--- config.mk ---
export PLATFORM = sky130hd
export DESIGN_NAME = srl_fifo_ctrl
export DESIGN_NICKNAME = d
export VERILOG_FILES = /design/src/rtl/srl_fifo_ctrl_pkg.sv /design/src/rtl/srl_fifo_storage.sv /design/src/rtl/srl_fifo_ctrl.sv
export SDC_FILE = /design/constraint.sdc
export NUM_CORES = 1
export LEC_CHECK = 0
export CORE_MARGIN = 1
export CORE_UTILIZATION = 44
export DETAILED_ROUTE_END_ITERATION = 6
export PLACE_DENSITY_LB_ADDON = 0.3
export SLEW_MARGIN = 15
export SYNTH_ARGS = -nofsm -noshare
export SYNTH_HDL_FRONTEND = slang
export SYNTH_SLANG_ARGS = --single-unit
--- constraint.sdc ---
create_clock -name clk -period 1.9 [get_ports clk]
set_input_delay 0.38 -clock clk [delete_from_list [all_inputs] [get_ports clk]]
set_output_delay 0.38 -clock clk [all_outputs]
set_load 0.1 [all_outputs]
--- src/rtl/srl_fifo_ctrl_pkg.sv ---
// Shared sizing helpers for the SRL FIFO controller and its shift-register storage.
// Pure constant functions; no latency, no flow control.
package srl_fifo_ctrl_pkg;

    function automatic int occ_width(input int addr_width);
        return addr_width + 1;
    endfunction

    // The read address must reach every entry, and a FIFO needs at least two slots.
    function automatic bit depth_ok(input int depth, input int addr_width);
        return (depth >= 2) && ((2 ** addr_width) >= depth);
    endfunction

endpackage

--- src/rtl/srl_fifo_storage.sv ---
// Shift-register array: new data enters slot 0 on we_i, oldest sits at the highest live slot.
// Write takes effect on the next edge, read is combinational; no backpressure, no reset.
module srl_fifo_storage #(
    parameter int DATA_WIDTH = 1,
    parameter int ADDR_WIDTH = 3,
    parameter int DEPTH      = 6
) (
    input  logic                  clk,
    input  logic                  we_i,
    input  logic [DATA_WIDTH-1:0] din_i,
    input  logic [ADDR_WIDTH-1:0] addr_i,
    output logic [DATA_WIDTH-1:0] dout_o
);

    logic [DATA_WIDTH-1:0] mem_q [DEPTH];

    always_ff @(posedge clk) begin
        if (we_i) begin
            mem_q[0] <= din_i;
            for (int i = 1; i < DEPTH; i++) begin
                mem_q[i] <= mem_q[i-1];
            end
        end
    end

    assign dout_o = mem_q[addr_i];

endmodule

--- src/rtl/srl_fifo_ctrl.sv ---
// SRL FIFO controller: occupancy count, registered empty/full flags, storage address/enable.
// One-cycle write-to-read latency; pushes blocked when full, pops blocked when empty.
module srl_fifo_ctrl
    import srl_fifo_ctrl_pkg::*;
#(
    parameter int DATA_WIDTH = 1,
    parameter int ADDR_WIDTH = 3,
    parameter int DEPTH      = 6
) (
    input  logic                    clk,
    input  logic                    reset,
    input  logic                    if_write,
    input  logic                    if_write_ce,
    input  logic [DATA_WIDTH-1:0]   if_din,
    output logic                    if_full_n,
    input  logic                    if_read,
    input  logic                    if_read_ce,
    output logic [DATA_WIDTH-1:0]   if_dout,
    output logic                    if_empty_n,
    output logic [ADDR_WIDTH:0]     if_num_data_valid
);

    localparam int CW     = occ_width(ADDR_WIDTH);
    localparam bit CFG_OK = depth_ok(DEPTH, ADDR_WIDTH);

    generate
        if (!CFG_OK) begin : g_cfg_err
            $error("srl_fifo_ctrl: DEPTH must be >= 2 and fit in 2**ADDR_WIDTH");
        end
    endgenerate

    logic [CW-1:0]         count_q, count_d;
    logic                  empty_n_q, empty_n_d;
    logic                  full_n_q, full_n_d;
    logic                  push, pop;
    logic [ADDR_WIDTH-1:0] rd_addr;

    // Gating with reset keeps the storage frozen while the FIFO is being cleared.
    assign push = if_write & if_write_ce & full_n_q & ~reset;
    assign pop  = if_read & if_read_ce & empty_n_q & ~reset;

    always_comb begin
        count_d = count_q;
        case ({push, pop})
            2'b10:   count_d = count_q + CW'(1);
            2'b01:   count_d = count_q - CW'(1);
            default: count_d = count_q;
        endcase
        empty_n_d = (count_d != '0);
        full_n_d  = (count_d < CW'(DEPTH));
    end

    always_ff @(posedge clk or posedge reset) begin
        if (reset) begin
            count_q   <= '0;
            empty_n_q <= 1'b0;
            full_n_q  <= 1'b1;
        end else begin
            count_q   <= count_d;
            empty_n_q <= empty_n_d;
            full_n_q  <= full_n_d;
        end
    end

    assign rd_addr = (count_q != '0) ? ADDR_WIDTH'(count_q - CW'(1)) : '0;

    srl_fifo_storage #(
        .DATA_WIDTH (DATA_WIDTH),
        .ADDR_WIDTH (ADDR_WIDTH),
        .DEPTH      (DEPTH)
    ) u_storage (
        .clk    (clk),
        .we_i   (push),
        .din_i  (if_din),
        .addr_i (rd_addr),
        .dout_o (if_dout)
    );

    assign if_full_n         = full_n_q;
    assign if_empty_n        = empty_n_q;
    assign if_num_data_valid = count_q;

endmodule

==> impl_metrics.csv <==
group,metric,value,unit
die,rows,14,
status,status,"finished, violations left",
status,violations,"negative setup slack",
final_layout,synthToLayoutAreaGrowth,66.1,%
setup_path,crit_path_end,"if_empty_n$_DFF_PP0_",
clock_tree,holdBufCountCts,0,
yosys,synth_edf_count,6,
die,die_w,42.0,um
yosys,syn_nets,72,
setup_path,r2r-start,"if_full_n$_DFF_PP1_",
final_layout,fin_nets,108,
global_routing,antenna_found_initial,0,
setup_path,cp-start-kind,"flop",
yosys,synth.top_cell.area_share,25.6,%
yosys,yosysWarnings,0,
sta,skew,1.60,ps
yosys,avgSynthCellArea,11.5,um^2
pwr,peakVddDrop,0.000809,V
setup_path,critPathMaxFanout,9,
sta,slew_headroom,79.7,%
yosys,netlist_instances,61,
final_layout,antennaDiodeCount,0,
route,vias_per_cell,5.62,
sta,final-hold-violation-count,0,
final_layout,fillCellCount,87,
sta,rsz0062_at_grt,"yes",
yosys,yosys.area.top_type,"edfxtp_1",
clock_tree,clk_latency,270,ps
route,wl,1870,um
setup_path,regToRegEndpoint,"if_empty_n$_DFF_PP0_",
yosys,yosysUniqueCellTypes,28,
die,design.core.area,1510,um^2
route,vias,629,
die,die_height,42.0,um
sta,tightest_slew,304,ps
run,maxCapViolCount,0,
final_layout,multi_input_area,400,um^2
clock_tree,htreeDepth,1,
clock_tree,cts_sinks,12,
place,hpwlAfterDp,1410,um
clock_tree,cts_max_path_buffers,2,
worst_hold_path,min_path_type,"input port to asynchronous set/reset pin",
route,drtPass1Iterations,4,
die,die_area,1760,um^2
pwr,p_per_area,1210,nW/um^2
yosys,synthFlopType,"edfxtp_1",
yosys,syn-cell-area,704,um^2
yosys,synth_common_cells,"edfxtp_1, inv_1, dfrtp_1",
pwr,leakagePower,0.000496,uW
yosys,synthTopCellsByArea,"edfxtp_1, dfrtp_1, ha_1",
die,start_util,46.8,%
global_routing,grt_max_degree,10,
route,drc,0,
route,wire_per_inst,16.7,um
setup_path,rrSetupSlack,-340,ps
sta,finalSetupViolCount,4,
place,pre_cts_slack,-799,ps
global_routing,grt_pass1_vias,661,
final_layout,fin_area,1170,um^2
clock_tree,numCtsBuffers,3,
global_routing,grt_first_pass_wirelength,2990,um
place,placed_area,1070,um^2
route,drtAntennaViolNets,0,
place,place.gp.congestion,0.840,
yosys,async_reset_ff_share,50.0,%
global_routing,overflow,0,
place,numPortBuffers,13,
setup_path,crit_path_max_incr_delay,620,ps
setup_path,slowest_stage,"dfstp_4",
final_layout,seqCellArea,345,um^2
sta,holdWs,442,ps
setup_path,setup.worst_path.class,"flop to flop",
sta,period_share,118,%
sta,slew_violations,0,
setup_path,required,2030,ps
setup_path,arrival,2370,ps
die,ioPinCount,14,
setup_path,cp-startpoint,"if_full_n$_DFF_PP1_",
sta,fin_crit,2240,ps
route,drt-initial-drc-count,14,
clock_tree,cts-root-buf,"clkbuf_4",
setup_path,r2r_cells,6,
setup_path,crit_chain,"nand4_1, ha_4, nor3b_1, o21ai_0, nand3_1, or4_1",
sta,fmax,446,MHz
final_layout,drive_gt1_share,55.2,%
yosys,synth-seq-cells,12,
global_routing,grt.total_usage,23.8,%
setup_path,endpoint_kind,"flop",
sta,timing.final.ws_setup,-341,ps
clock_tree,clk_pin_slew,70,ps
yosys,ys_seq_area_share,47.1,%
clock_tree,cts_tree,"done",
-- per-stage QoR --
step,setup TNS [ps],total power [uW],utilization [%],cells
4_1_cts,-718,1410,77.1,112
6_report,-805,1410,77.7,112
2_1_floorplan,-1060,927,-,61
3_5_place_dp,-2550,1210,70.8,104
5_1_grt,-1200,1470,77.7,112
3_3_place_gp,-1820,1190,70.8,104
-- worst max-delay path, delay by kind of cell (launching register included) --
kind                       cells  cell delay (ps)
DFF                            1              620
adders and majority gates      1              390
and+or+nand+nor                4              950
AOI/OAI and AO/OA              1              150
-- cells in the final DEF (no fill, tap or decap), types with 3 or more instances in the layout --
cell	Yosys	layout
buf_12	0	6
clkbuf_4	0	3
nor2b_1	4	4
nor3b_1	4	3
clkdlybuf4s50_1	0	6
inv_2	0	3
ha_4	0	3
buf_4	0	20
edfxtp_1	6	6
nand2_1	3	3
-- registers in the layout (all words and copies together) (netlist names) --
signal	flops
if_full_n	1
if_num_data_valid	4
u_storage.mem_q	6
if_empty_n	1
-- final cells by class --
type	count	share of cell area, %
clock buffer	3	1.93
clock inverter	1	0.321
timing repair buffer	34	30.2
inverter	6	2.14
tap	16	1.71
multi-input combinational	40	34.2
sequential	12	29.5
-- how the worst min path moves through the flow --
stage / end / cells after the start / slack [ps]
after floorplan: if_num_data_valid[3]$_DFF_PP0_ / 1 / 180
after global placement: u_storage.mem_q[4]$_DFFE_PP_ / 0 / 430
after detailed placement: u_storage.mem_q[3]$_DFFE_PP_ / 0 / 450
after CTS: if_num_data_valid[1]$_DFF_PP0_ / 3 / 430
after global routing: if_num_data_valid[1]$_DFF_PP0_ / 3 / 450
final: if_num_data_valid[2]$_DFF_PP0_ / 3 / 440
-- layer usage --
metal  up-vias  GRT usage [%]  wire, um
met5         -              0         0
met4         0           20.0       102
met3        12           3.88        62
met2        23           38.4       927
met1       300           27.4       775
li1        294              -         -
-- timing repair --
action,in CTS,in global routing
pin swaps,7,1
cloned,0,0
endpoints found under the setup margin,6,5
buffers inserted,4,0
resized for setup,11,3
-- power by group --
group / leakage, uW / internal (uW) / switching, uW
sequential: 0.000127 / 312 / 32.4
clock: 0.0000154 / 76.0 / 75.1
combinational: 0.000354 / 382 / 534
-- cells by family (layout without fill, tap and decap cells) --
| kind of cell | Yosys count | after routing | synth area share [%] |
|---|---|---|---|
| simple gates | 20 | 20 | 20.4 |
| buf+inv | 9 | 44 | 7.99 |
| compound gates | 13 | 13 | 13.3 |
| xor+xnor | 1 | 1 | 1.24 |
| mux | 2 | 2 | 2.84 |
| fa+ha+maj | 4 | 4 | 7.11 |
| flops | 12 | 12 | 47.1 |
No activity file was read; power rests on OpenSTA's default activity.
